--- config.mk ---
export PLATFORM = sky130hd
export DESIGN_NAME = cpu_apb_bridge_flat
export DESIGN_NICKNAME = d
export VERILOG_FILES = /design/src/rtl/cpu_apb_bridge_pkg.sv /design/src/rtl/cpu_apb_bridge_if.sv /design/src/rtl/cpu_apb_bridge.sv /design/src/flat_wrapper.sv
export SDC_FILE = /design/constraint.sdc
export NUM_CORES = 1
export LEC_CHECK = 0
export CAP_MARGIN = 30
export CORE_ASPECT_RATIO = 1.1
export CORE_MARGIN = 3
export CORE_UTILIZATION = 37
export DETAILED_ROUTE_END_ITERATION = 16
export PLACE_DENSITY_LB_ADDON = 0.2
export SLEW_MARGIN = 20
export SYNTH_ARGS = -nofsm -noshare
export SYNTH_HDL_FRONTEND = slang
export SYNTH_SLANG_ARGS = --single-unit
--- constraint.sdc ---
create_clock -name clk -period 2.1 [get_ports clk]
set_input_delay 0.42 -clock clk [delete_from_list [all_inputs] [get_ports clk]]
set_output_delay 0.42 -clock clk [all_outputs]
set_load 0.01 [all_outputs]
--- src/rtl/cpu_apb_bridge_pkg.sv ---
// Shared definitions for the CPU-to-APB bridge: the bus widths, the FSM state
// encoding, the APB direction constant and the saturating wait-counter increment.
package cpu_apb_bridge_pkg;

    localparam int ADDR_WIDTH     = 32;
    localparam int APB_DATA_WIDTH = 32;

    typedef enum logic [1:0] {
        ST_IDLE   = 2'd0,
        ST_SETUP  = 2'd1,
        ST_ACCESS = 2'd2,
        ST_RESP   = 2'd3
    } state_t;

    localparam logic APB_RW_WRITE = 1'b1;

    // Wait counter increment that sticks at all-ones instead of wrapping
    function automatic logic [15:0] sat_inc16(input logic [15:0] v);
        return (v == 16'hFFFF) ? v : v + 16'd1;
    endfunction

endpackage

--- src/rtl/cpu_apb_bridge_if.sv ---
// Bundles the CPU request/response port and the CPU-side APB decoder port.
// The bridge uses the master modport; the CPU and decoder models use slave.
interface cpu_apb_bridge_if;
    import cpu_apb_bridge_pkg::*;

    logic                      cpu_req;
    logic                      cpu_wr;
    logic [ADDR_WIDTH-1:0]     cpu_addr;
    logic [APB_DATA_WIDTH-1:0] cpu_wdata;
    logic                      cpu_ready;
    logic                      cpu_rvalid;
    logic [APB_DATA_WIDTH-1:0] cpu_rdata;
    logic                      cpu_err;

    logic                      apb_psel;
    logic                      apb_rw;
    logic [ADDR_WIDTH-1:0]     apb_addr;
    logic                      apb_enab;
    logic [APB_DATA_WIDTH-1:0] apb_datai;
    logic [APB_DATA_WIDTH-1:0] apb_datao;
    logic                      apb_ack;

    modport master (
        input  cpu_req, cpu_wr, cpu_addr, cpu_wdata, apb_datao, apb_ack,
        output cpu_ready, cpu_rvalid, cpu_rdata, cpu_err,
               apb_psel, apb_rw, apb_addr, apb_enab, apb_datai
    );

    modport slave (
        output cpu_req, cpu_wr, cpu_addr, cpu_wdata, apb_datao, apb_ack,
        input  cpu_ready, cpu_rvalid, cpu_rdata, cpu_err,
               apb_psel, apb_rw, apb_addr, apb_enab, apb_datai
    );

endinterface

--- src/rtl/cpu_apb_bridge.sv ---
// Converts one CPU load/store at a time into an APB SETUP/ACCESS transfer,
// waits for the slave ack and returns read data, or an error if the slave
// stays silent for TIMEOUT_CYCLES wait cycles (0 = wait forever).
// Every output is a flop or a decode of the state register.
module cpu_apb_bridge
    import cpu_apb_bridge_pkg::*;
#(
    parameter int unsigned TIMEOUT_CYCLES = 255
) (
    input  logic          clk,
    input  logic          rst,
    cpu_apb_bridge_if.master bus
);

    localparam logic [15:0] TIMEOUT_W  = TIMEOUT_CYCLES[15:0];
    localparam bit          TIMEOUT_EN = (TIMEOUT_CYCLES != 0);

    state_t                    state_q, state_d;
    logic [15:0]               cnt_q, cnt_d;
    logic                      rw_q, rw_d;
    logic [ADDR_WIDTH-1:0]     addr_q, addr_d;
    logic [APB_DATA_WIDTH-1:0] wdata_q, wdata_d;
    logic [APB_DATA_WIDTH-1:0] rdata_q, rdata_d;
    logic                      err_q, err_d;

    // Next-state logic: latch the request, run SETUP/ACCESS, pick ack vs timeout
    always_comb begin
        state_d = state_q;
        cnt_d   = cnt_q;
        rw_d    = rw_q;
        addr_d  = addr_q;
        wdata_d = wdata_q;
        rdata_d = rdata_q;
        err_d   = err_q;
        case (state_q)
            ST_IDLE: begin
                if (bus.cpu_req) begin
                    rw_d    = bus.cpu_wr;
                    addr_d  = bus.cpu_addr;
                    wdata_d = bus.cpu_wdata;
                    cnt_d   = 16'd0;
                    state_d = ST_SETUP;
                end
            end
            ST_SETUP: begin
                state_d = ST_ACCESS;
            end
            ST_ACCESS: begin
                // Ack takes priority over a timeout reached in the same cycle
                if (bus.apb_ack) begin
                    rdata_d = (rw_q == APB_RW_WRITE) ? '0 : bus.apb_datao;
                    err_d   = 1'b0;
                    state_d = ST_RESP;
                end else if (TIMEOUT_EN && (cnt_q >= TIMEOUT_W)) begin
                    rdata_d = '0;
                    err_d   = 1'b1;
                    state_d = ST_RESP;
                end else begin
                    cnt_d = sat_inc16(cnt_q);
                end
            end
            ST_RESP: begin
                state_d = ST_IDLE;
            end
            default: begin
                state_d = ST_IDLE;
            end
        endcase
    end

    // State and datapath registers; reset clears everything so a transfer cut
    // short by reset leaves no trace on the bus
    always_ff @(posedge clk) begin
        if (rst) begin
            state_q <= ST_IDLE;
            cnt_q   <= '0;
            rw_q    <= 1'b0;
            addr_q  <= '0;
            wdata_q <= '0;
            rdata_q <= '0;
            err_q   <= 1'b0;
        end else begin
            state_q <= state_d;
            cnt_q   <= cnt_d;
            rw_q    <= rw_d;
            addr_q  <= addr_d;
            wdata_q <= wdata_d;
            rdata_q <= rdata_d;
            err_q   <= err_d;
        end
    end

    assign bus.cpu_ready  = (state_q == ST_IDLE);
    assign bus.cpu_rvalid = (state_q == ST_RESP);
    assign bus.cpu_rdata  = rdata_q;
    assign bus.cpu_err    = err_q;
    assign bus.apb_psel   = (state_q == ST_SETUP) || (state_q == ST_ACCESS);
    assign bus.apb_enab   = (state_q == ST_ACCESS);
    assign bus.apb_rw     = rw_q;
    assign bus.apb_addr   = addr_q;
    assign bus.apb_datai  = wdata_q;

endmodule

--- src/flat_wrapper.sv ---
// flat-port wrapper written by rule: the top's interface ports become plain ports
module cpu_apb_bridge_flat import cpu_apb_bridge_pkg::*;
#(
    parameter int unsigned TIMEOUT_CYCLES = 255
)
  (clk, rst, bus_cpu_req, bus_cpu_wr, bus_cpu_addr, bus_cpu_wdata, bus_apb_datao, bus_apb_ack, bus_cpu_ready, bus_cpu_rvalid, bus_cpu_rdata, bus_cpu_err, bus_apb_psel, bus_apb_rw, bus_apb_addr, bus_apb_enab, bus_apb_datai);
  cpu_apb_bridge_if bus_i ();
  input  logic clk;
  input  logic rst;
  input wire logic [$bits(bus_i.cpu_req)-1:0] bus_cpu_req;
  input wire logic [$bits(bus_i.cpu_wr)-1:0] bus_cpu_wr;
  input wire logic [$bits(bus_i.cpu_addr)-1:0] bus_cpu_addr;
  input wire logic [$bits(bus_i.cpu_wdata)-1:0] bus_cpu_wdata;
  input wire logic [$bits(bus_i.apb_datao)-1:0] bus_apb_datao;
  input wire logic [$bits(bus_i.apb_ack)-1:0] bus_apb_ack;
  output wire logic [$bits(bus_i.cpu_ready)-1:0] bus_cpu_ready;
  output wire logic [$bits(bus_i.cpu_rvalid)-1:0] bus_cpu_rvalid;
  output wire logic [$bits(bus_i.cpu_rdata)-1:0] bus_cpu_rdata;
  output wire logic [$bits(bus_i.cpu_err)-1:0] bus_cpu_err;
  output wire logic [$bits(bus_i.apb_psel)-1:0] bus_apb_psel;
  output wire logic [$bits(bus_i.apb_rw)-1:0] bus_apb_rw;
  output wire logic [$bits(bus_i.apb_addr)-1:0] bus_apb_addr;
  output wire logic [$bits(bus_i.apb_enab)-1:0] bus_apb_enab;
  output wire logic [$bits(bus_i.apb_datai)-1:0] bus_apb_datai;
  assign bus_i.cpu_req = bus_cpu_req;
  assign bus_i.cpu_wr = bus_cpu_wr;
  assign bus_i.cpu_addr = bus_cpu_addr;
  assign bus_i.cpu_wdata = bus_cpu_wdata;
  assign bus_i.apb_datao = bus_apb_datao;
  assign bus_i.apb_ack = bus_apb_ack;
  assign bus_cpu_ready = bus_i.cpu_ready;
  assign bus_cpu_rvalid = bus_i.cpu_rvalid;
  assign bus_cpu_rdata = bus_i.cpu_rdata;
  assign bus_cpu_err = bus_i.cpu_err;
  assign bus_apb_psel = bus_i.apb_psel;
  assign bus_apb_rw = bus_i.apb_rw;
  assign bus_apb_addr = bus_i.apb_addr;
  assign bus_apb_enab = bus_i.apb_enab;
  assign bus_apb_datai = bus_i.apb_datai;
  cpu_apb_bridge #(.TIMEOUT_CYCLES(TIMEOUT_CYCLES)) u_core (.clk(clk), .rst(rst), .bus(bus_i));
endmodule
Yosys cells after proc, flatten, opt, wreduce, memory -nomap -nowiden
Cells that the tools add are included.
Word-level totals
  register bits: 116
  input port bits: 101
  output and inout port bits: 102
  logic and storage cells: 40
Cells by class
  add/sub/neg operators: 1
  magnitude comparators: 1
  equal/unequal tests: 9
  mux-type cells: 14
  reductions and logical operators: 8
Operator list (number)
  2-to-1 mux 32 bit: 3
  2-to-1 mux 16 bit: 4
  one-hot mux 16 bit (2 select lines): 1
  adder 16 x 1 -> 16 bit, second input constant: 1
  equality test 16 bit, second input constant: 1
  greater-or-equal comparator 16 x 8 -> 1 bit, second input constant: 1
  inequality test 2 bit, second input constant: 4
  one-hot mux 2 bit (4 select lines): 1
  2-to-1 mux 2 bit: 3
  AND reduction 2 bit: 3
  AND reduction 5 bit: 1
  equality test 2 bit, second input constant: 2
  nonzero test 2 bit: 2
  inequality test 3 x 2 -> 1 bit, second input constant: 1
  equality test 2 x 1 -> 1 bit, second input constant: 1
  zero test 2 bit: 1
  2-to-1 mux 1 bit: 2
  logical OR 1 bit: 1

Depth between registers and ports, before layout
  word-level depth: 5
  mapped depth: 9
  depth with buffers taken out: 7

Worst setup path before layout
Ideal clock, no wire load.
  path type: reg2reg
  from: reg u_core.cnt_q[10]
  to: reg u_core.cnt_q[5]
  setup time: 0.088 ns
  arrival time: 2.004 ns
  required time: 2.012 ns
  setup slack: 0.008 ns
  stages on the path, launching flop included: 6
  path buffers: 0
  period minus slack after synthesis: 2.092 ns
  cell sequence: dfxtp_1 or4_4 or4_4 nor3_4 a41oi_1 a311oi_2
Between the ends
  word-level cells in the longest chain between the ends: 3
  elaborated cells on any way between the ends: 5
  classes of those cells: order compare: 1; eq/ne: 3; reduce/logical: 1
RTL lines
  from (decl): line cpu_apb_bridge.sv:19  | logic [15:0] cnt_q, cnt_d;
  from (signal assigned): line cpu_apb_bridge.sv:84  | cnt_q <= cnt_d;
  greater-or-equal comparator 16 x 8 -> 1 bit or equality test 16 bit (tied branches): line cpu_apb_bridge.sv:54, cpu_apb_bridge_pkg.sv:19
  inequality test 2 bit (no line)
  AND reduction 5 bit (no line) *
Mark *: on every way between the ends. The rest lies on a longest branch, timed or not.
A chain may end at the register's enable or synchronous reset.

Worst setup path in the final report
  from: reg u_core.cnt_q[10]
  to: reg u_core.rdata_q[9] (netlist: u_core.bus.cpu_rdata[9])
Between the ends
  word-level cells in the longest chain between the ends: 3
RTL lines
  greater-or-equal comparator 16 x 8 -> 1 bit: line cpu_apb_bridge.sv:54  | end else if (TIMEOUT_EN && (cnt_q >= TIMEOUT_W)) begin
  nonzero test 2 bit (no line)
  AND reduction 2 bit (no line)
  to (signal assigned): line cpu_apb_bridge.sv:88  | rdata_q <= rdata_d;
  to (decl): line cpu_apb_bridge.sv:23  | logic [APB_DATA_WIDTH-1:0] rdata_q, rdata_d;
No other way between the ends.

==> results.cfg <==
[logic_synthesis]
syn_area_per_cell_um2 = 8.09
synth_seq_area_share_pct = 53.6
yosysWarnings = 0
yosys_register_bits = 116
syn_area_um2 = 4340
synthDominantCellAreaShare_pct = 53.6
ys.flop_type = dfxtp_1
synth_cell_types = 33
synthCells = 536
async_flop_share_pct = 0
synth_top_cell_by_area = dfxtp_1
syn_nets = 641
synth-edff-count = 0
synthTopCellsByArea = dfxtp_1 (54%), nand2_1 (15%), a21oi_1 (12%), nand3_1 (4.4%), clkbuf_1 (2.3%)

[timing]
hold_viol_final = 0
fin_ws_ps = 7.75
worst_slew_pin_slew_ps = 554
fin_skew_ps = 8.39
timing.final.crit_share_pct = 99.6
maxSlewViolCount = 0
tns_ps = 0
slew_headroom_pct = 63.1
rsz0062_at_grt = true
report.final.setup_viol = 0
max_freq_mhz = 478
finalCriticalPeriod_ps = 2090

[global_route]
overflow = 0
grt_max_degree = 66
grt_pass1_vias = 4223
grt_pass1_wl_um = 20500
grt_usage_pct = 19.6
antenna_found_initial = 0

[final_layout]
areaGrowthSynthToFinish_pct = 67.8
nets = 845
mostFrequentLayoutCells = clkdlybuf4s50_1 (200), nand2_1 (170), dfxtp_1 (116)
drive_above_1_share_pct = 8.50
layout_commonest_cell = clkdlybuf4s50_1
fill_cells = 912
diodes = 0

[setup_path]
cp.required_ps = 2370
r2r_slack_ps = 8
worstPathMaxFanout = 16
r2r_end = u_core.bus.cpu_rdata[9]
cp-end-kind = register
crit_arrival_ps = 2360
regToRegStartpoint = u_core.cnt_q[10]
cp-start-kind = register
r2r_cells = 6
path_class = register to register

[placed_design]
port-buffer-count = 202
gp_congestion = 0.810
pre_cts_slack_ps = -177
dp_hpwl_um = 9010

[drt]
ant_nets = 0
wl_um = 13200
vias_per_cell = 4.91
firstDrtPassIters = 4
routedWlPerCell_um = 14.7
dr_total_vias = 4419
drc_errors = 0
drt_iter0_markers = 287

[outcome]
status = complete, no violations

[floorplan]
die_y_um = 120
die-width_um = 109
initial_core_util_pct = 38.8
num_rows = 40
core_area_um2 = 11200
dieArea_um2 = 13100
boundaryPins = 203

[cts]
cts_inserted_buffers = 17
htree_levels = 4
numClockSinks = 116
clock_latency_ps = 410
clock_path_buffers = 2
cts-root-buf = clkbuf_16
clkTransAtPathRegs_ps = 60
hold_buffers = 0
tritoncts = built

[pwr]
ir_worst_vdd_v = 0.000571
leakage_nw = 2.65
cellPowerDensity_nw_per_um2 = 1110

[worst_hold_path]
hold_end = u_core.bus.cpu_rdata[24]
hp-start = u_core.bus.cpu_rdata[24]
hold_depth = 2
hp-class = register to register

[run]
drv_cap = 0
## worst max path at each step
stage | cells after the start | slack (ps) | start | end
after global placement | 7 | -70 | bus_apb_ack | u_core.cnt_q[1]
after detailed placement | 5 | -180 | bus_apb_ack | u_core.cnt_q[5]
after floorplan | 5 | 8 | u_core.cnt_q[10] | u_core.cnt_q[5]
after CTS | 5 | -4 | u_core.cnt_q[10] | u_core.cnt_q[5]
after global routing | 5 | -70 | u_core.cnt_q[10] | u_core.cnt_q[5]
final | 6 | 8 | u_core.cnt_q[10] | u_core.bus.cpu_rdata[9]
## sequential cells by signal, indices dropped and copies added, names as in the netlist
register,cells
u_core.bus.apb_datai,32
u_core.bus.cpu_err,1
u_core.state_q,2
u_core.bus.apb_rw,1
u_core.cnt_q,16
u_core.bus.cpu_rdata,32
u_core.bus.apb_addr,32
## cell type report
cell class	instances	area [um2]	share of cell area, %
clock buffer	20	457	6.28
tap	147	184	2.53
inverter	5	18.8	0.258
timing repair buffer	224	2290	31.5
multi-input combinational	376	1850	25.4
clock inverter	12	155	2.13
sequential	116	2320	31.9
## Yosys cell counts (3+ instances only)
cell type	instances
nor3b_1	4
mux2i_1	3
o21ai_0	4
nand3_1	38
nor3_1	3
nand2b_1	3
a41oi_1	3
nor2_1	7
a211oi_1	3
ha_1	4
a311oi_1	3
nand2_1	171
clkbuf_1	26
buf_1	6
and2_1	4
dfxtp_1	116
o21a_1	4
buf_2	7
inv_1	5
a21oi_1	103
## logic make-up after synthesis
family                     count (synthesis)  share of synthesized area [%]
buffers and inverters                     44                           4.01
AOI/OAI and AO/OA                        127                           16.5
DFF                                      116                           53.6
and+or+nand+nor                          242                           24.1
adders and majority gates                  4                           1.15
muxes                                      3                          0.693
## where the power goes
part / internal (W) / total, W / switching [W]
Clock: 0.00193 / 0.00294 / 0.00102
Combinational: 0.00123 / 0.00247 / 0.00125
Sequential: 0.00251 / 0.00267 / 0.000161
## what timing repair did
item	in CTS	in global routing
pin swaps	3	3
setup buffers	2	0
setup endpoints to repair	40	34
gates cloned	0	1
resized for setup	2	1
## metrics by stage
| step | power [W] | util, % | instance area [um2] | cells | hold slack (ps) |
|---|---|---|---|---|---|
| floorplan | 0.00387 | - | 4340 | 536 | 443 |
| global placement | 0.00511 | 59.3 | 6620 | 865 | 438 |
| detailed placement | 0.00517 | 59.3 | 6620 | 865 | 442 |
| CTS | 0.00814 | 64.9 | 7250 | 899 | 450 |
| global route | 0.00851 | 65.2 | 7270 | 900 | 461 |
| finish | 0.00809 | 65.2 | 7270 | 900 | 448 |
## critical path, cell delays in order (launching register included)
cell and delay (ps):
dfxtp_1 300, or4_4 540, or4_4 490, o21a_2 270, clkbuf_16 190, nand3_1 100, a21oi_1 70
## per-layer routing
layer | vias to the layer above | part of all wire [%] | track usage (%)
li1 | 2219 | - | -
met1 | 1999 | 41 | 23.6
met2 | 181 | 48 | 31.9
met3 | 20 | 9.1 | 6.51
met4 | 0 | 2.1 | 8.34
met5 | - | 0 | 0
Note: power is estimated with default switching activity, not from simulation.
